## src/rtl/addsub_pkg.sv

```systemverilog
// Shared types and constants for the pipelined add/sub unit.
// The flag word is laid out as {N, V, C, Z}.
package addsub_pkg;

  typedef enum logic [1:0] {
    OP_ADD = 2'b00,
    OP_SUB = 2'b01,
    OP_ADC = 2'b10,
    OP_SBC = 2'b11
  } op_t;

  localparam int unsigned FLAG_Z = 0;
  localparam int unsigned FLAG_C = 1;
  localparam int unsigned FLAG_V = 2;
  localparam int unsigned FLAG_N = 3;

endpackage

```

## src/rtl/addsub_chunk_stage.sv

```systemverilog
// One pipeline slice: adds chunk Idx of the (pre-conditioned) operands and registers
// the carry, the partially built result and the operands for the following slices.
module addsub_chunk_stage #(
  parameter int unsigned N   = 8,
  parameter int unsigned W   = 4,
  parameter int unsigned Idx = 0
) (
  input  logic           clk,
  input  logic           rst,
  input  logic           en,
  input  logic           valid_in,
  input  logic           cin,
  input  logic [2*N-1:0] ops_in,
  input  logic [N-1:0]   res_in,
  output logic           valid_out,
  output logic           carry_out,
  output logic [2*N-1:0] ops_out,
  output logic [N-1:0]   res_out
);

  logic [W-1:0] a_chunk;
  logic [W-1:0] b_chunk;
  logic [W:0]   sum;
  logic [N-1:0] res_d;

  // ops_in packs {a, b'} where b' is already inverted for subtraction.
  always_comb begin
    a_chunk            = ops_in[N + Idx*W +: W];
    b_chunk            = ops_in[Idx*W +: W];
    sum                = {1'b0, a_chunk} + {1'b0, b_chunk} + {{W{1'b0}}, cin};
    res_d              = res_in;
    res_d[Idx*W +: W]  = sum[W-1:0];
  end

  always_ff @(posedge clk) begin
    if (rst) begin
      valid_out <= 1'b0;
      carry_out <= 1'b0;
      ops_out   <= '0;
      res_out   <= '0;
    end else if (en) begin
      valid_out <= valid_in;
      if (valid_in) begin
        carry_out <= sum[W];
        ops_out   <= ops_in;
        res_out   <= res_d;
      end
    end
  end

endmodule

```

## src/rtl/pipelined_addsub_flags.sv

```systemverilog
// Carry-split pipelined ADD/SUB/ADC/SBC with NZCV flags, valid/ready handshakes
// and a sticky overflow flag. One chunk slice per stage, then a result/flag register.
module pipelined_addsub_flags
  import addsub_pkg::*;
#(
  parameter int unsigned N      = 8,
  parameter int unsigned STAGES = 2
) (
  input  logic         clk,
  input  logic         rst,
  input  logic         in_valid,
  output logic         in_ready,
  input  logic [N-1:0] a,
  input  logic [N-1:0] b,
  input  logic [1:0]   op,
  input  logic         cin,
  output logic         out_valid,
  input  logic         out_ready,
  output logic [N-1:0] result,
  output logic [3:0]   flags,
  output logic         ovf_sticky,
  input  logic         clr_sticky
);

  localparam int unsigned W = N / STAGES;

  logic         en;
  op_t          op_e;
  logic [N-1:0] b_eff;
  logic         cin0;

  logic           valid_s [STAGES+1];
  logic           carry_s [STAGES+1];
  logic [2*N-1:0] ops_s   [STAGES+1];
  logic [N-1:0]   res_s   [STAGES+1];

  logic         out_valid_q;
  logic [N-1:0] result_q;
  logic [3:0]   flags_d, flags_q;
  logic         sticky_q;
  logic [N-1:0] res_f;
  logic         a_msb, b_msb;

  // A single global enable keeps every stage in lockstep under backpressure.
  assign en       = !out_valid_q || out_ready;
  assign in_ready = en;

  always_comb begin
    op_e  = op_t'(op);
    b_eff = b;
    cin0  = 1'b0;
    unique case (op_e)
      OP_ADD: begin b_eff = b;  cin0 = 1'b0; end
      OP_SUB: begin b_eff = ~b; cin0 = 1'b1; end
      OP_ADC: begin b_eff = b;  cin0 = cin;  end
      OP_SBC: begin b_eff = ~b; cin0 = cin;  end
      default: ;
    endcase
  end

  assign valid_s[0] = in_valid;
  assign carry_s[0] = cin0;
  assign ops_s[0]   = {a, b_eff};
  assign res_s[0]   = '0;

  for (genvar k = 0; k < STAGES; k++) begin : g_stage
    addsub_chunk_stage #(
      .N   (N),
      .W   (W),
      .Idx (k)
    ) u_stage (
      .clk       (clk),
      .rst       (rst),
      .en        (en),
      .valid_in  (valid_s[k]),
      .cin       (carry_s[k]),
      .ops_in    (ops_s[k]),
      .res_in    (res_s[k]),
      .valid_out (valid_s[k+1]),
      .carry_out (carry_s[k+1]),
      .ops_out   (ops_s[k+1]),
      .res_out   (res_s[k+1])
    );
  end

  // Flags come from the fully assembled result and the conditioned operand MSBs.
  always_comb begin
    res_f           = res_s[STAGES];
    a_msb           = ops_s[STAGES][2*N-1];
    b_msb           = ops_s[STAGES][N-1];
    flags_d         = '0;
    flags_d[FLAG_N] = res_f[N-1];
    flags_d[FLAG_V] = (a_msb == b_msb) && (res_f[N-1] != a_msb);
    flags_d[FLAG_C] = carry_s[STAGES];
    flags_d[FLAG_Z] = (res_f == '0);
  end

  always_ff @(posedge clk) begin
    if (rst) begin
      out_valid_q <= 1'b0;
      result_q    <= '0;
      flags_q     <= '0;
    end else if (en) begin
      out_valid_q <= valid_s[STAGES];
      if (valid_s[STAGES]) begin
        result_q <= res_f;
        flags_q  <= flags_d;
      end
    end
  end

  // Set beats clear when both land on the same edge.
  always_ff @(posedge clk) begin
    if (rst) begin
      sticky_q <= 1'b0;
    end else if (out_valid_q && out_ready && flags_q[FLAG_V]) begin
      sticky_q <= 1'b1;
    end else if (clr_sticky) begin
      sticky_q <= 1'b0;
    end
  end

  assign out_valid  = out_valid_q;
  assign result     = result_q;
  assign flags      = flags_q;
  assign ovf_sticky = sticky_q;

endmodule
```

## config.mk

```make
export PLATFORM = sky130hd
export DESIGN_NAME = pipelined_addsub_flags
export DESIGN_NICKNAME = d
export VERILOG_FILES = /design/src/rtl/addsub_pkg.sv /design/src/rtl/addsub_chunk_stage.sv /design/src/rtl/pipelined_addsub_flags.sv
export SDC_FILE = /design/constraint.sdc
export NUM_CORES = 1
export LEC_CHECK = 0
export ABC_AREA = 1
export BUFFER_PORTS_ARGS = -buffer_cell sky130_fd_sc_hd__buf_2
export CORE_ASPECT_RATIO = 0.5
export CORE_UTILIZATION = 53
export CTS_BUF_LIST = sky130_fd_sc_hd__clkbuf_4 sky130_fd_sc_hd__clkbuf_8 sky130_fd_sc_hd__clkbuf_16
export DETAILED_ROUTE_END_ITERATION = 16
export GPL_ROUTABILITY_DRIVEN = 0
export PLACE_DENSITY = 0.78
export SLEW_MARGIN = 0
export SYNTH_ARGS = -nofsm -noshare
export SYNTH_HDL_FRONTEND = slang
export SYNTH_SLANG_ARGS = --single-unit
```

## constraint.sdc

```tcl
create_clock -name clk -period 1.7 [get_ports clk]
set_input_delay 0 -clock clk [delete_from_list [all_inputs] [get_ports clk]]
set_output_delay 0 -clock clk [all_outputs]
set_load 0.03 [all_outputs]
```

Word-level counts from Yosys, hierarchy flattened

Index checks and enable logic that the tools add are counted.

Bits in registers: 62
Input port bits: 24
Output and inout bits: 15
Logic and storage cells: 40

$add $sub $neg: 4
Eq/ne operators: 5
Muxes and demuxes: 4
Bitwise operators: 1
Reduce and logical (&&, ||, !) cells: 14

Operators by type and width:

| kind                                                 | number |
|---|---|
| one-hot mux 8 bit (2 select lines)                   | 1 |
| adder 4 x 4 -> 5 bit                                 | 2 |
| adder 5 x 1 -> 5 bit                                 | 2 |
| logical NOT 8 bit                                    | 1 |
| inverter 8 bit                                       | 1 |
| AND reduction 2 bit                                  | 3 |
| OR reduction 2 bit                                   | 3 |
| equality test 2 bit (second input constant)          | 2 |
| logical AND 1 bit                                    | 3 |
| one-hot mux 1 bit (3 select lines)                   | 1 |
| equality test 2 x 1 -> 1 bit (second input constant) | 1 |
| logical NOT 2 bit                                    | 1 |
| two-way mux 1 bit                                    | 2 |
| nonzero test 2 bit                                   | 1 |
| equality test 1 bit                                  | 1 |
| logical NOT 1 bit                                    | 1 |
| logical OR 1 bit                                     | 1 |
| != test 1 bit                                        | 1 |

Logic depth before layout (Yosys ltp)

Gate-level depths: netlist of the first run.

Depth after elaboration: 5
Depth in mapped cells: 9
Depth with buffers taken out: 8

By module

From an unflattened synthesis of the first run, not the netlist that was laid out.

Cell total of the unflattened synthesis: 354
Area, all modules: 2815.2 um^2

Modules (own cells, without submodules):

| module                 | times used | cells an instance | area an instance (um^2) |
|---|---|---|---|
| addsub_chunk_stage     | 2          | 134               | 1054.8 |
| pipelined_addsub_flags | 1          | 86                | 705.7 |

Worst setup path before layout of the first run

OpenSTA, ideal clock, no wires.

Path kind: reg2reg
From: register g_stage[0].u_stage.ops_out[4]
To: register g_stage[1].u_stage.carry_out
Data arrival time: 1.417 ns
Data required time: 1.583 ns
Setup slack: 0.166 ns
Cell stages (with the launch flop): 7
Path buffers: 0
Clock period less this slack: 1.534 ns
Path through: dfxtp_1 fa_1 fa_1 nand2_1 a21oi_1 nor3_2 nor2_1

Word-level cells in the longest chain between the ends: 2

RTL lines:

| what                     | line                     | text |
|---|---|---|
| start: declaration       | addsub_chunk_stage.sv:17 | `output logic [2*N-1:0] ops_out,` |
| start signal: assignment | addsub_chunk_stage.sv:45 | `ops_out <= ops_in;` |
| adder 4 x 4 -> 5 bit     | addsub_chunk_stage.sv:30 | `sum = {1'b0, a_chunk} + {1'b0, b_chunk} + {{W{1'b0}}, cin};` |
| adder 5 x 1 -> 5 bit     | addsub_chunk_stage.sv:30 |  |
| end signal: assignment   | addsub_chunk_stage.sv:44 | `carry_out <= sum[W];` |
| end: declaration         | addsub_chunk_stage.sv:16 | `output logic carry_out,` |

Every way passes these cells.
A chain may end at the register's enable or synchronous reset.

Worst setup path after layout of the first run

From: register g_stage[0].u_stage.ops_out[4]
To: register g_stage[1].u_stage.res_out[5]

Word-level cells in the longest chain between the ends: 2

RTL lines:

| what                                | line                     | text |
|---|---|---|
| adder 4 x 4 -> 5 bit                | addsub_chunk_stage.sv:30 |  |
| adder 5 x 1 -> 5 bit                | addsub_chunk_stage.sv:30 |  |
| named net g_stage[1].u_stage.sum[1] | addsub_chunk_stage.sv:23 | `logic [W:0] sum;` |
| end signal: assignment              | addsub_chunk_stage.sv:46 | `res_out <= res_d;` |
| end: declaration                    | addsub_chunk_stage.sv:18 | `output logic [N-1:0] res_out` |

The timed path passes the listed nets, and every way through them passes these cells.

==> run summary, run 1 <==
Distinct cell type count after synthesis = 24
Total number of vias = 1506
Seq/Total Area, Yosys = 44.3%
Initial DRC Count = 40
Root Driver = clkbuf_8
Vias per cell = 5.12
Fmax = 623 MHz
H-tree Lvls = 2
Slew HR = 71.7%
Combinational power share = 17.5%
Switching Fraction = 26.5%
Clock sinks = 39
Crit path kind = reg -> reg
Tmin final = 1.61 ns
Global-route wire length before repair = 5980 µm
Hold Fails Final Rpt = 0
Yosys reg bits = 39
CP Capture Type = register
Die area = 3580 µm²
Final WL = 3350 µm
Max Buffers Root-to-Sink = 2
Mapped Area = 1760 µm²
Synth area leader = dfxtp_1
Synth area leaders = dfxtp_1 44%, a21oi_1 8.8%, o21ai_0 8.5%
Max Slew Vio Count = 0
Critical path peak fanout = 2
Final net count = 287
Count of final setup violators = 0
Final TNS setup = 0 ns
Total core area = 3080 µm²
Post-DRT Antenna Nets = 0
Fin crit share = 94.4%
Post-CTS Setup Repair Bufs = 0
Avg Cell Area, Syn = 8.44 µm²
Top cell type's share of synthesized area = 44.3%
# port buffers = 38
TritonCTS Buffers = 5
# diodes = 0
Area Overhead vs Synth = 20.1%
Total GRT Usage = 21.4%
Setup ws final = 0.0947 ns
CP required = 1.92 ns
DRT Pass-1 Iters = 4
Final Skew = 0.00648 ns
Place WS = 0.0857 ns
Die W = 83.6 µm
Synthesized Nets = 243
Slew @ Worst Pin = 0.424 ns
Reg power frac = 49.6%
Clock transition at the registers of the reported paths = 0.07 ns
Arrival time at the worst endpoint = 1.82 ns
Pwr per Cell Area = 968 nW/µm²
Remaining DRCs = 0
Commonest non-fill, non-tap cell in the layout = dfxtp_1
Largest net degree at the start of global routing = 34
HPWL after detailed placement = 2410 µm
Initial antenna violation count = 0
CTS tree = built
Gate Count Post-Synth = 209
Tot Pwr = 2.05 mW
Initial Util = 57.2%
Share of cells above drive strength 1 = 23.2%
Maximum Capacitance Violations = 0
I/O pin total = 39
Most frequent cells in the layout = 39 x dfxtp_1, 38 x buf_2, 31 x a21oi_1
Vias in the first global route = 1376
Clk Latency, worst-skew pair = 0.28 ns
Clk pwr share = 33.0%
RSZ-0062 raised after global routing = false
Leakage power = 0.966 nW
Maximum vdd drop = 0.000439 V
Grt total ovfl = 0
Yosys warnings = 0
Hold WC Path Type = in -> reg
Int Power = 1.51 mW
Routed WL per cell = 11.4 µm
Row cnt = 14
P_sw = 0.543 mW
Die height = 42.8 µm
Outcome = finished, final reports clean
CP Launch Type = register
[cells by family after synthesis]
family / synth area share, %
adders and majority gates: 8.79
xor gates and xnor gates: 4.96
AOI/OAI and AO/OA: 18.7
and+or+nand+nor: 14.7
buffers and inverters: 8.09
muxes: 0.567
DFF: 44.3
[layout make-up]
| type | count | area, µm² |
|---|---|---|
| multi-input combinational | 141 | 843 |
| tap | 40 | 50.0 |
| fill | 269 | 963 |
| timing repair buffer | 45 | 258 |
| inverter | 21 | 83.8 |
| clock buffer | 8 | 104 |
| sequential | 39 | 781 |
[registers in the layout (all words and copies together), names as in the netlist]
name,count
g_stage.u_stage.ops_out,10
g_stage.u_stage.res_out,12
out_valid,1
result,8
g_stage.u_stage.valid_out,2
flags,3
g_stage.u_stage.carry_out,2
ovf_sticky,1
[power groups by stage]
stage               combinational [mW]  clock [mW]  sequential, mW
floorplan                        0.232           0            1.06
CTS                              0.359       0.698            1.02
detailed placement               0.348           0            1.04
finish                           0.359       0.677            1.02
global placement                 0.337           0            1.03
global route                     0.414       0.734            1.02
[critical path: stages, from the launching register on]
cell     delay (ns)
dfxtp_1        0.33
fa_1           0.47
fa_2           0.53
o21ai_0        0.08
a21oi_1        0.13
[per-layer routing]
layer	vias to the layer above	GRT usage [%]	wire (µm)
met1	684	28.0	1680
met3	2	5.25	170
met5	-	0	0
met4	0	7.12	10
li1	778	-	-
met2	42	35.1	1490
[per-stage QoR]
stage / hold slack [ns] / area [µm²] / utilization (%) / std cells
finish: 0.0107 / 2120 / 68.8 / 294
global route: 0.000145 / 2120 / 68.8 / 294
CTS: 0.00380 / 2120 / 68.7 / 294
detailed placement: 0.257 / 1950 / 63.4 / 280
global placement: 0.247 / 1950 / 63.4 / 280
floorplan: 0.0691 / 1760 / - / 209
[timing repair]
| item | in CTS | in global routing |
|---|---|---|
| hold endpoints to repair | 5 | 0 |
| gates resized for setup | 0 | 1 |
| hold buffers | 6 | 0 |
| endpoints found under the setup margin | 0 | 1 |
[synthesized netlist by cell type]
| cell type | n |
|---|---|
| a21oi_1 | 31 |
| clkbuf_1 | 2 |
| inv_1 | 16 |
| a21oi_2 | 1 |
| nor3_2 | 1 |
| fa_1 | 4 |
| nand2_4 | 4 |
| dfxtp_1 | 39 |
| xnor2_1 | 6 |
| buf_4 | 1 |
| ha_1 | 6 |
| nand2_1 | 12 |
| nand4_1 | 1 |
| o21ai_0 | 30 |
| nor2_1 | 26 |
| nand3_1 | 9 |
| inv_4 | 2 |
| o21ai_1 | 3 |
| mux2i_1 | 1 |
| xor2_1 | 4 |
| buf_2 | 2 |
| nor3_1 | 2 |
| inv_2 | 3 |
| buf_6 | 3 |
[path summary, 6_finish.rpt]
kind,from,endpoint,slack (ns),cells after the start
min reg2reg,flags[1],flags[1],0.48,2
max reg2reg,g_stage[0].u_stage.ops_out[4],g_stage[1].u_stage.res_out[5],0.09,4
min,rst,g_stage[1].u_stage.valid_out,0.01,2
max,g_stage[0].u_stage.ops_out[4],g_stage[1].u_stage.res_out[5],0.09,4
Note: power is estimated with default switching activity, not from simulation.
==> inputs of run 2 (changes only) <==
Settings changed: CTS_CLUSTER_SIZE set to 20, PLACE_DENSITY 0.78 to 0.86.
==> run 2 against run 1 <==
  * The run now ends with hold timing left
  * Clock skew is 0.00082 ns higher
  * Cell area is 1.4% higher
  * Routed wire length is 12% higher
  * Combinational power is 3% higher
  * Power is 5.7% higher
  * Sequential share of layout area is 0.49 points lower
  * Worst setup slack worse by 0.025 ns
  * Utilization is 0.93 points higher
  * Die area stayed put
  * Clock power is 16% higher
  * Critical path depth is 2 higher
  * Critical endpoint is now g_stage[1].u_stage.carry_out
==> run summary, run 2 (synthesized netlist as in run 1, its figures left out) <==
Outcome = finished with violations
Violated checks = hold timing
Hold WC Path Type = in -> reg
Critical path peak fanout = 2
Max Buffers Root-to-Sink = 2
Grt total ovfl = 0
Remaining DRCs = 0
Fin crit share = 95.9%
Initial antenna violation count = 0
Clock sinks = 39
Row cnt = 14
# diodes = 0
Total core area = 3080 µm²
Most frequent cells in the layout = 39 x dfxtp_1, 38 x buf_2, 31 x a21oi_1
Vias per cell = 5.26
Total GRT Usage = 22.8%
Commonest non-fill, non-tap cell in the layout = dfxtp_1
Met2 WL = 1840 µm
WHS Endpoint = ovf_sticky
Met3 WL = 227 µm
Post-DRT Antenna Nets = 0
Top Metal Used = met4
P_sw = 0.605 mW
Hold Startpoint = out_ready
Maximum vdd drop = 0.000570 V
Clk Latency, worst-skew pair = 0.30 ns
Final net count = 289
Slew @ Worst Pin = 0.423 ns
M1 WL = 1650 µm
Root Driver = clkbuf_8
Max Slew Vio Count = 0
Initial Util = 57.2%
Die area = 3580 µm²
Final TNS setup = 0 ns
Leakage power = 0.975 nW
Switching Fraction = 27.9%
TritonCTS Buffers = 5
Combinational power share = 17.1%
# port buffers = 38
Arrival time at the worst endpoint = 1.83 ns
Worst R2R End = g_stage[1].u_stage.carry_out
CTS tree = built
Final Skew = 0.00729 ns
Fmax = 613 MHz
Multi-input logic area = 843 µm²
Crit path kind = reg -> reg
Share of cells above drive strength 1 = 23.0%
Routed WL per cell = 12.7 µm
Most flops, register = g_stage.u_stage.res_out
Total number of vias = 1558
DRT Pass-1 Iters = 4
CP Launch Type = register
Hold Fails Final Rpt = 1
Final instance area = 2150 µm²
Final WL = 3760 µm
Largest net degree at the start of global routing = 34
Worst hold path depth = 3
R2r setup slk = 0.07 ns
CP required = 1.90 ns
RSZ-0062 raised after global routing = false
Int Power = 1.56 mW
Clock transition at the registers of the reported paths = 0.08 ns
Reg power frac = 46.9%
Global-route wire length before repair = 6310 µm
HPWL after detailed placement = 2560 µm
CP Capture Type = register
Initial DRC Count = 59
Hold_ws = -0.00119 ns
I/O pin total = 39
Clk pwr share = 36.0%
Register area = 781 µm²
Slew HR = 71.8%
Reg2reg path depth = 6
Vias in the first global route = 1484
Maximum Capacitance Violations = 0
Pwr per Cell Area = 1010 nW/µm²
Worst r2r src = g_stage[0].u_stage.ops_out[4]
Count of final setup violators = 0
Largest register FFs = 12
Placed Area = 1950 µm²
Tmin final = 1.63 ns
Die W = 83.6 µm
Die height = 42.8 µm
Fill cells = 254
H-tree Lvls = 2
Setup ws final = 0.0693 ns
Place WS = 0.0756 ns
Area Overhead vs Synth = 21.8%
-- run 2: timing repair --
| action | CTS | global route |
|---|---|---|
| setup endpoints to repair | 0 | 1 |
| gates resized for setup | 0 | 1 |
| buffers inserted | 0 | 0 |
| hold endpoints to repair | 11 | 0 |
| hold buffers | 8 | 0 |
-- run 2: layout make-up --
class | instances | area share, %
tap | 40 | 2.33
multi-input combinational | 141 | 39.3
inverter | 21 | 3.90
clock inverter | 3 | 2.04
timing repair buffer | 47 | 12.9
sequential | 39 | 36.3
clock buffer | 5 | 3.20
-- run 2: worst max-delay path by stage --
stage,to,startpoint,slack (ns),cells after the start
2_1_floorplan,g_stage[1].u_stage.carry_out,g_stage[0].u_stage.ops_out[4],0.17,6
3_3_place_gp,g_stage[1].u_stage.carry_out,g_stage[0].u_stage.ops_out[4],0.12,6
3_5_place_dp,g_stage[1].u_stage.carry_out,g_stage[0].u_stage.ops_out[4],0.08,6
4_1_cts,g_stage[1].u_stage.carry_out,g_stage[0].u_stage.ops_out[4],0.006,6
5_1_grt,g_stage[1].u_stage.carry_out,g_stage[0].u_stage.ops_out[4],0.005,6
6_report,g_stage[1].u_stage.carry_out,g_stage[0].u_stage.ops_out[4],0.07,6
-- run 2: through the flow --
stage,utilization (%),power [mW],hold slack (ns),cells
after detailed placement,63.4,1.39,0.263,280
after global placement,63.4,1.37,0.249,280
final,69.7,2.17,-0.00119,296
after CTS,69.6,2.17,0.0000320,296
after floorplan,-,1.29,0.0691,209
after global routing,69.7,2.27,0.00365,296
-- run 2: layer usage --
| layer | up-vias | GRT usage [%] |
|---|---|---|
| met1 | 719 | 26.7 |
| met4 | 0 | 9.15 |
| met2 | 47 | 40.0 |
| li1 | 785 | - |
| met5 | - | 0 |
| met3 | 7 | 6.81 |
-- run 2: critical path, cell delays in order, from the launching register on --
cell,delay (ns)
dfxtp_1,0.34
fa_1,0.47
fa_2,0.37
nand2_1,0.10
a21oi_1,0.10
nor3_2,0.10
nor2_1,0.05
-- run 2: power by group through the flow --
stage / combinational (mW) / sequential, mW / clock, mW
global route: 0.415 / 1.03 / 0.827
CTS: 0.368 / 1.02 / 0.789
detailed placement: 0.349 / 1.04 / 0
global placement: 0.335 / 1.03 / 0
finish: 0.371 / 1.02 / 0.782
floorplan: 0.232 / 1.06 / 0
==> inputs of run 3 (changes only) <==
Settings changed: CORE_MARGIN set to 5.
==> run 3 against run 2 <==
  * Final cell count unchanged
  * Utilization down 0.68 points
  * Count of clock-buffer cells in the layout up 2
  * Critical path depth down 2
  * Fmax up 2.7%
  * Flip-flop and latch count unchanged
  * The flow now finishes without violations
  * Global-route usage down 6.8 points
  * Critical endpoint is now g_stage[1].u_stage.res_out[5]
  * Worst setup slack better by 0.043 ns
==> run summary, run 3 (synthesized netlist as in run 1, its figures left out) <==
Count of final setup violators = 0
Final instance area = 2140 µm²
Routed WL per cell = 12.2 µm
Max Slew Vio Count = 0
Vias per cell = 5.07
CP Capture Type = register
CP required = 1.93 ns
WP buf/inv = 0
Initial antenna violation count = 0
Reg2reg path depth = 4
Clk Latency, worst-skew pair = 0.29 ns
Inst Count DP = 280
Outcome = finished, final reports clean
Row cnt = 14
CTS tree = built
Final Skew = 0.00779 ns
# port buffers = 38
Remaining DRCs = 0
Post-DRT Antenna Nets = 0
Arrival time at the worst endpoint = 1.82 ns
Crit path kind = reg -> reg
CP Depth = 4
Max Buffers Root-to-Sink = 2
Largest register FFs = 12
Share of cells above drive strength 1 = 23.0%
H-tree Lvls = 2
Commonest non-fill, non-tap cell in the layout = dfxtp_1
Total number of vias = 1502
Die height = 50.8 µm
CP Launch Type = register
Clock transition at the registers of the reported paths = 0.07 ns
Total GRT Usage = 16.0%
DRT Pass-1 Iters = 4
RSZ-0062 raised after global routing = false
Slowest cell delay on critical path = 0.53 ns
Setup ws final = 0.112 ns
Total core area = 3100 µm²
HPWL after detailed placement = 2620 µm
Slew HR = 72.2%
Final WL = 3600 µm
Leakage power = 0.970 nW
Hold WC Path Type = in -> reg
Layout Cells excl Fill = 296
Post-CTS Setup Repair Bufs = 0
Area Overhead vs Synth = 21.3%
Initial Util = 56.9%
Hold Fails Final Rpt = 0
Initial DRC Count = 71
Die W = 91.6 µm
Pwr per Cell Area = 969 nW/µm²
Tmin final = 1.59 ns
Die area = 4650 µm²
Global-route wire length before repair = 5870 µm
Critical path peak fanout = 2
Maximum Capacitance Violations = 0
# diodes = 0
Clock sinks = 39
Worst r2r src = g_stage[0].u_stage.ops_out[4]
CP Launch Point = g_stage[0].u_stage.ops_out[4]
Critical path's slowest cell = fa_2
Most frequent cells in the layout = 39 x dfxtp_1, 38 x buf_2, 31 x a21oi_1
Vias in the first global route = 1337
Hold_ws = 0.00924 ns
TritonCTS Buffers = 5
Worst path top cell family by delay = adder cells
Fill cells = 248
Worst R2R End = g_stage[1].u_stage.res_out[5]
Tot Pwr = 2.07 mW
Most flops, register = g_stage.u_stage.res_out
R2r setup slk = 0.11 ns
Root Driver = clkbuf_8
Final TNS setup = 0 ns
Largest net degree at the start of global routing = 34
Placed Area = 1950 µm²
Crit path capture = g_stage[1].u_stage.res_out[5]
Final net count = 289
Slew @ Worst Pin = 0.416 ns
Fmax = 630 MHz
Worst path cell trace = fa_1 > fa_2 > o21ai_0 > a21oi_1
Post-layout util = 69.0%
Grt total ovfl = 0
I/O pin total = 39
Maximum vdd drop = 0.000352 V
Place WS = 0.0837 ns
Fin crit share = 93.4%
run 3: changes by cell type in the layout (fill, tap and decap cells not counted), sizes merged:
cell,previous run,this run
bufinv,1,0
clkinv,2,0
clkinvlp,0,1
clkbuf,5,7
run 3: how the worst min path moves through the flow:
stage	from	endpoint	slack, ns	cells past startpoint
after floorplan	rst	g_stage[0].u_stage.carry_out	0.07	1
after global placement	a[5]	g_stage[0].u_stage.ops_out[13]	0.25	3
after detailed placement	a[5]	g_stage[0].u_stage.ops_out[13]	0.26	3
after CTS	b[5]	g_stage[0].u_stage.ops_out[5]	0.01	3
after global routing	b[5]	g_stage[0].u_stage.ops_out[5]	0.04	3
final	b[5]	g_stage[0].u_stage.ops_out[5]	0.009	3
run 3: tightest hold or removal path, cell delays in order:
cell,delay (ns)
buf_2,0.08
xnor2_1,0.06
a21oi_1,0.12
run 3: repair_timing:
action,in CTS,in global routing
hold buffers,8,0
gates resized for setup,0,1
setup endpoints to repair,0,1
endpoints found under the hold margin,10,0
run 3: report_power, final:
group / total (mW) / internal [mW] / switching, mW
registers: 1.02 / 0.979 / 0.0403
logic: 0.364 / 0.148 / 0.216
clock network: 0.690 / 0.369 / 0.321
total: 2.07 / 1.49 / 0.578
run 3: final cells by class:
type | count | area, µm² | area share (%)
sequential | 39 | 781 | 36.5
multi-input combinational | 141 | 843 | 39.4
clock buffer | 7 | 96.3 | 4.50
inverter | 21 | 83.8 | 3.92
tap | 40 | 50.0 | 2.34
clock inverter | 1 | 7.51 | 0.351
timing repair buffer | 47 | 278 | 13.0
run 3: layer usage:
layer  track usage [%]  wire length (µm)
met2              25.3              1580
met4              8.25                51
met3              4.63               269
met5                 0                 0
met1              20.1              1700
